==> src/rtl/fht_unload.sv <==
// fht_unload: streams a finished 4-bank FHT result out as points n=0..N-1.
// Ports: iCLK/iRESET (sync, active-low); iFHT_RDY rising edge starts an unload;
//   iBANK_0..3 read data (1-cycle latency) for shared address oADDR_RD;
//   oDATA/oINDEX/oLAST qualified by oVALID, accepted by iREADY;
//   oBUSY while unloading; oDONE one-cycle pulse after the last point.
module fht_unload #(
  parameter int D_BIT = 17,
  parameter int A_BIT = 8
) (
  input  logic                    iCLK,
  input  logic                    iRESET,
  input  logic                    iFHT_RDY,
  input  logic signed [D_BIT-1:0] iBANK_0,
  input  logic signed [D_BIT-1:0] iBANK_1,
  input  logic signed [D_BIT-1:0] iBANK_2,
  input  logic signed [D_BIT-1:0] iBANK_3,
  output logic [A_BIT-1:0]        oADDR_RD,
  output logic signed [D_BIT-1:0] oDATA,
  output logic [A_BIT+1:0]        oINDEX,
  output logic                    oVALID,
  input  logic                    iREADY,
  output logic                    oLAST,
  output logic                    oBUSY,
  output logic                    oDONE
);

  typedef enum logic [2:0] {
    S_IDLE,
    S_ISSUE,
    S_WAIT,
    S_STREAM,
    S_FIN
  } state_t;

  state_t state, state_n;

  logic                        rdy_q;
  logic                        armed;
  logic [A_BIT-1:0]            addr_q, addr_n;
  logic [A_BIT+1:0]            idx_q, idx_n;
  logic                        valid_q, valid_n;
  logic [3:0][D_BIT-1:0]       pts_q, pts_n;
  logic [3:0][D_BIT-1:0]       banks;

  logic start;
  logic xfer;
  logic last_pt;
  logic word_end;

  assign banks = {iBANK_3, iBANK_2, iBANK_1, iBANK_0};

  // armed blocks a level that was already high across reset release
  // from being mistaken for a fresh rising edge.
  assign start    = armed & iFHT_RDY & ~rdy_q;
  assign xfer     = valid_q & iREADY;
  assign last_pt  = &idx_q;
  assign word_end = &idx_q[1:0];

  always_comb begin
    state_n = state;
    addr_n  = addr_q;
    idx_n   = idx_q;
    valid_n = valid_q;
    pts_n   = pts_q;
    unique case (state)
      S_IDLE: begin
        if (start) begin
          state_n = S_ISSUE;
          addr_n  = '0;
        end
      end
      S_ISSUE: begin
        state_n = S_WAIT;
      end
      S_WAIT: begin
        // Word 0 is on the bank outputs now; start prefetching word 1.
        state_n = S_STREAM;
        pts_n   = banks;
        addr_n  = addr_q + 1'b1;
        idx_n   = '0;
        valid_n = 1'b1;
      end
      S_STREAM: begin
        if (xfer) begin
          idx_n = idx_q + 1'b1;
          if (last_pt) begin
            state_n = S_FIN;
            valid_n = 1'b0;
            addr_n  = '0;
          end else if (word_end) begin
            // Address only moves here, so bank data stays stable
            // for as long as the sink stalls.
            pts_n  = banks;
            addr_n = addr_q + 1'b1;
          end
        end
      end
      S_FIN: begin
        state_n = S_IDLE;
      end
      default: begin
        state_n = S_IDLE;
      end
    endcase
  end

  always_ff @(posedge iCLK) begin
    if (!iRESET) begin
      state   <= S_IDLE;
      rdy_q   <= 1'b0;
      armed   <= ~iFHT_RDY;
      addr_q  <= '0;
      idx_q   <= '0;
      valid_q <= 1'b0;
      pts_q   <= '0;
    end else begin
      state   <= state_n;
      rdy_q   <= iFHT_RDY;
      armed   <= armed | ~iFHT_RDY;
      addr_q  <= addr_n;
      idx_q   <= idx_n;
      valid_q <= valid_n;
      pts_q   <= pts_n;
    end
  end

  assign oADDR_RD = addr_q;
  assign oDATA    = pts_q[idx_q[1:0]];
  assign oINDEX   = idx_q;
  assign oVALID   = valid_q;
  assign oLAST    = valid_q & last_pt;
  assign oBUSY    = (state != S_IDLE);
  assign oDONE    = (state == S_FIN);

endmodule

==> config.mk <==
export PLATFORM = sky130hd
export DESIGN_NAME = fht_unload
export DESIGN_NICKNAME = d
export VERILOG_FILES = /design/src/rtl/fht_unload.sv
export SDC_FILE = /design/constraint.sdc
export NUM_CORES = 1
export LEC_CHECK = 0
export BUFFER_PORTS_ARGS = -buffer_cell sky130_fd_sc_hd__buf_2
export CAP_MARGIN = 30
export CORE_ASPECT_RATIO = 0.6
export CORE_MARGIN = 2
export CORE_UTILIZATION = 50
export CTS_CLUSTER_SIZE = 16
export DETAILED_ROUTE_END_ITERATION = 7
export PLACE_DENSITY = 0.81
export SYNTH_ARGS = -nofsm -noshare
export SYNTH_HDL_FRONTEND = slang
export SYNTH_SLANG_ARGS = --single-unit
==> constraint.sdc <==
create_clock -name iCLK -period 2.1 [get_ports iCLK]
set_input_delay 0.21 -clock iCLK [delete_from_list [all_inputs] [get_ports iCLK]]
set_output_delay 0.21 -clock iCLK [all_outputs]
set_load 0.005 [all_outputs]
======== Word-level counts from Yosys, hierarchy flattened ========
Cells that the tools add are included.
word-level totals
  word-level logic and storage cells ...... 62
  bits of input ports ..................... 72
  flip-flop bits (word level) ............. 92
  output and inout bits ................... 39
operators by class
  mux-type cells .......................... 21
  add/subtract/negate cells ............... 2
  $lt $le $gt $ge ......................... 1
  bitwise logic cells ..................... 7
  eq/ne operators ......................... 10
  reductions and logical operators ........ 11
operator list
  kind                                                        count
  two-way mux 68 bit                                          3
  case mux 68 bit (2 select lines)                            1
  binary-select mux 17 bit (select 2 bit)                     1
  two-way mux 8 bit                                           4
  case mux 8 bit (3 select lines)                             1
  case mux 10 bit (2 select lines)                            1
  two-way mux 17 bit                                          1
  case mux 3 bit (4 select lines)                             1
  adder 10 x 1 -> 10 bit, second input constant               1
  two-way mux 10 bit                                          1
  != test 2 bit, second input constant                        5
  AND reduction 10 bit                                        1
  two-way mux 3 bit                                           3
  adder 8 x 1 -> 8 bit, second input constant                 1
  AND reduction 4 bit                                         2
  equality test 3 x 2 -> 1 bit, second input constant         2
  AND reduction 3 bit                                         2
  nonzero test 3 bit                                          2
  bitwise AND 1 bit                                           4
  AND reduction 2 bit                                         2
  equality test 3 x 1 -> 1 bit, second input constant         1
  equality test 3 bit, second input constant                  1
  zero test 3 bit                                             1
  less-than comparator 2 x 3 -> 1 bit, second input constant  1
  6 further kinds                                             9

======== Longest topological paths before layout ========
  depth in word-level cells ............... 5
  mapped depth ............................ 8
  gate-level depth less buffers ........... 5

======== Worst setup path after synthesis ========
Ideal clock, no wire load.
  path type ............................... reg2reg
  from .................................... register idx_q[0] (netlist: oINDEX[0])
  to ...................................... register pts_q[34] in the netlist's numbering
  period minus slack after synthesis ...... 1.712 ns
  library setup time ...................... 0.072 ns
  data required time ...................... 2.028 ns
  arrival time ............................ 1.640 ns
  stages on the path, launching flop included .. 9
  slack ................................... 0.388 ns
  path through ............................ dfxtp_1 > ha_1 > nand3_1 > a21oi_2 > o21a_1 > buf_2 > buf_6 > buf_6 > mux2i_1
on the way
  longest elaborated chain between the ends .. 3
  elaborated cells on any way between the ends .. 5
  classes of those cells .................. eq/ne (2); reduce/logical (3)
ends and longest elaborated chain
  item                                                                line    source
  start, declared                                                     40      logic [A_BIT+1:0] idx_q, idx_n;
  start signal, assigned                                              121     idx_q <= idx_n;
  AND reduction 10 bit / AND reduction 2 bit (equally long branches)  56, 57
  != test 2 bit (no source line)                                      -
  AND reduction 4 bit (no source line) (*)                            -
  end signal, assigned                                                123     pts_q <= pts_n;
  end, declared                                                       42      logic [3:0][D_BIT-1:0] pts_q, pts_n;
Every way passes the cells marked *; elsewhere a longest branch is shown, timed or not.
A chain may end at the register's enable or synchronous reset.

======== Worst setup path after layout ========
  from .................................... register idx_q[1] (netlist: oINDEX[1])
  to ...................................... output oDATA[5]
on the way
  longest elaborated chain between the ends .. 2
ends and longest elaborated chain
  item                                      line  source
  binary-select mux 17 bit (select 2 bit)   128   assign oDATA = pts_q[idx_q[1:0]];
  two-way mux 17 bit (not written as such)  128
  end, declared                             18    output logic signed [D_BIT-1:0] oDATA,
No other way between the ends. The select of a mux whose other input is x is not followed.

==> impl_metrics.yaml <==
run_status:
  status: "complete, no violations"
worst_hold_path:
  worstHoldPathCells: 2
  hold_path.class: "primary input to register"
drt:
  vias: 3667
  viasPerCell: 5.38
  firstDrtPassIters: 5
  wl_um: 10800
  wl_per_cell_um: 15.8
  drtIter0Drc: 214
  drcViolationCount: 0
  ant_nets: 0
critical_path:
  crit_start: "oINDEX[1]$_SDFFE_PN0P_"
  criticalPathCategory: "register to output port"
  reg2reg_from: "oINDEX[0]$_SDFFE_PN0P_"
  critPathCaptureType: "output port"
  r2r-end: "pts_q[41]$_SDFFE_PN0P_"
  crit_path_end: "oDATA[5]"
  cp.arrival_ns: 1.76
  critPathLaunchType: "register"
  required_ns: 1.89
  critPathMaxFanout: 21
  rr_worst_depth: 6
  ff2ff_setup_slack_ns: 0.24
clock_tree:
  root_buffer: "clkbuf_16"
  cts_tree: "yes"
  cts_hold_buf: 0
  cts_made_buffers: 9
  clock_path_buffers: 2
  post_cts_buffers: 0
  htreeDepth: 3
  cts.sinks: 92
  clk_pin_slew_ns: 0.06
  clk_latency_ns: 0.34
  cts_resized: 0
synth:
  synth_fp_nets: 546
  yosys.area.top_type_share_pct: 42.7
  synth-edff-count: 0
  ys_warn_count: 0
  synth_top_area_cell: "dfxtp_1"
  avgSynthCellArea_um2: 9.14
  synthCells: 472
  async_reset_ff_share_pct: 0
  ys_ff_latch: 92
  synth_ff_type: "dfxtp_1"
  seq_area_frac_synth_pct: 42.7
  synth.area.top_cells: "dfxtp_1 43%, mux2i_1 16%, nand2_1 13%"
  ys_types: 44
  syn-cell-area_um2: 4310
final_layout:
  syn_to_final_growth_pct: 21.4
  stdcell_count: 682
  nets: 639
  final_util_pct: 61.9
  drive_gt1_share_pct: 27.2
  num_antenna_cells: 0
  stdcell_area_um2: 5240
power_and_ir_drop:
  power_mw: 3.92
  seqPwrFrac_pct: 48.1
  peakVddDrop_uv: 395
  switchingPower_uw: 957
  p_per_area_nw_per_um2: 749
  p_leak_nw: 2.14
  internal_power_mw: 2.96
  switching_share_pct: 24.4
  power_frac_clock_pct: 40.4
  power_frac_comb_pct: 11.5
global_routing:
  grt.total_usage_pct: 24.0
  first_global_vias: 3469
  grt_first_pass_wirelength_um: 17500
  grt_busiest_layer: "met2"
  grtUsageMet3_pct: 7.23
  met1_usage_pct: 34.3
  grt_max_degree: 53
  antenna_found_initial: 0
  overflow: 0
  grt_use_met2_pct: 35.8
floorplan:
  start_util_pct: 51.0
  num_rows: 26
  die_w_um: 124
  core_area_um2: 8460
  die_h_um: 75.9
  num_io_pins: 111
  dieArea_um2: 9410
timing:
  rsz0062_at_grt: "false"
  fmax_ghz: 0.509
  worst_pin_slew_ns: 0.792
  min_period_ns: 1.97
  final.setup.tns_ns: 0
  max-slew-margin-rel_pct: 46.5
  finalMaxSlewViolations: 0
  skew_ns: 0.00460
  finalCritPeriodShare_pct: 93.6
  hold_viol_final: 0
  setup_viol: 0
placement:
  dp_hpwl_um: 7490
  place_inst: 666
  dpl-instance-area_um2: 4940
  port_buffers: 110
  gp_congestion: 0.892
run:
  cap_violations: 0
[synthesized netlist by cell type (3+ instances only)]
master    number
a21oi_1       13
and2_1         4
buf_2         11
buf_6          3
clkbuf_1      20
dfxtp_1       92
inv_1          7
mux2i_1       68
mux4_2        17
nand2_1      155
nand2b_1       6
nand3_1        9
nor2_1        10
nor3_1         3
nor4_1         3
o21ai_0        6
o22ai_1        3
o32ai_1        3
or3_1          5
xnor2_1        4
[flip-flops by register name, indices dropped and copies added (netlist names)]
| signal | flops |
|---|---|
| state | 3 |
| pts_q | 68 |
| oINDEX | 10 |
| oADDR_RD | 8 |
| oVALID | 1 |
| armed | 1 |
| rdy_q | 1 |
[critical path, cell delays in order, from the launching register on]
cell and delay (ns):
dfxtp_1 0.34, buf_4 0.35, mux4_2 0.58, buf_2 0.15
[power groups by stage]
stage          Combinational [mW]  Clock (mW)  Sequential (mW)
3_5_place_dp                0.448           0             1.92
6_report                    0.452        1.58             1.89
2_1_floorplan               0.310           0             1.90
5_1_grt                     0.497        1.70             1.89
3_3_place_gp                0.436           0             1.92
4_1_cts                     0.452        1.62             1.88
[final cells by class]
type	count	area, um^2
multi-input cells	338	2280
clock buffers	9	225
clock inverters	7	66.3
flip-flops and latches	92	1840
fillers	750	3220
inverters	7	26.3
well taps	112	140
repair buffers	117	656
[layout by cell type (no fill, tap or decap), types with 2 or more instances in the layout]
cell and count:
a21boi_0 2, and2_1 4, nand2_1 155, inv_1 7, dfxtp_1 92, nor2_1 10
clkbuf_16 9, xnor2_1 4, buf_12 4, o22ai_1 3, o32ai_1 3, and4_1 2
nand4_1 2, or3_1 5, ha_1 2, buf_4 4, and3_1 2, nor3_1 3
nand2b_1 6, o21ai_0 6, buf_2 109, a41o_1 2, nor4_1 3, mux4_2 17
nand3_1 9, mux2i_1 68, clkinv_2 4, a21oi_1 13
[per-stage QoR]
step | hold WS (ns) | worst slack, ns
2_1_floorplan | 0.272 | 0.388
3_3_place_gp | 0.394 | 0.428
3_5_place_dp | 0.404 | 0.275
4_1_cts | 0.0492 | 0.0999
5_1_grt | 0.0605 | 0.0433
6_report | 0.0604 | 0.135
[worst min-delay path by stage]
stage | to | from | slack [ns]
3_3_place_gp | armed$_DFF_P_ | iFHT_RDY | 0.39
3_5_place_dp | armed$_DFF_P_ | iFHT_RDY | 0.40
4_1_cts | armed$_DFF_P_ | iFHT_RDY | 0.05
2_1_floorplan | armed$_DFF_P_ | iFHT_RDY | 0.27
5_1_grt | armed$_DFF_P_ | iFHT_RDY | 0.06
6_report | armed$_DFF_P_ | iFHT_RDY | 0.06
[cells by family after synthesis]
| logic type | Yosys count | share of synthesized area, % |
|---|---|---|
| fa+ha+maj | 2 | 0.580 |
| mux | 85 | 24.7 |
| buf+inv | 42 | 4.58 |
| compound gates | 38 | 5.77 |
| xor+xnor | 5 | 1.02 |
| simple gates | 208 | 20.7 |
| flops | 92 | 42.7 |
[metal layers]
metal	vias to the layer above	wire [um]
met4	0	123
met2	135	4720
li1	1800	-
met1	1722	5180
met3	10	731
met5	-	0
Note: power is estimated with default switching activity, not from simulation.
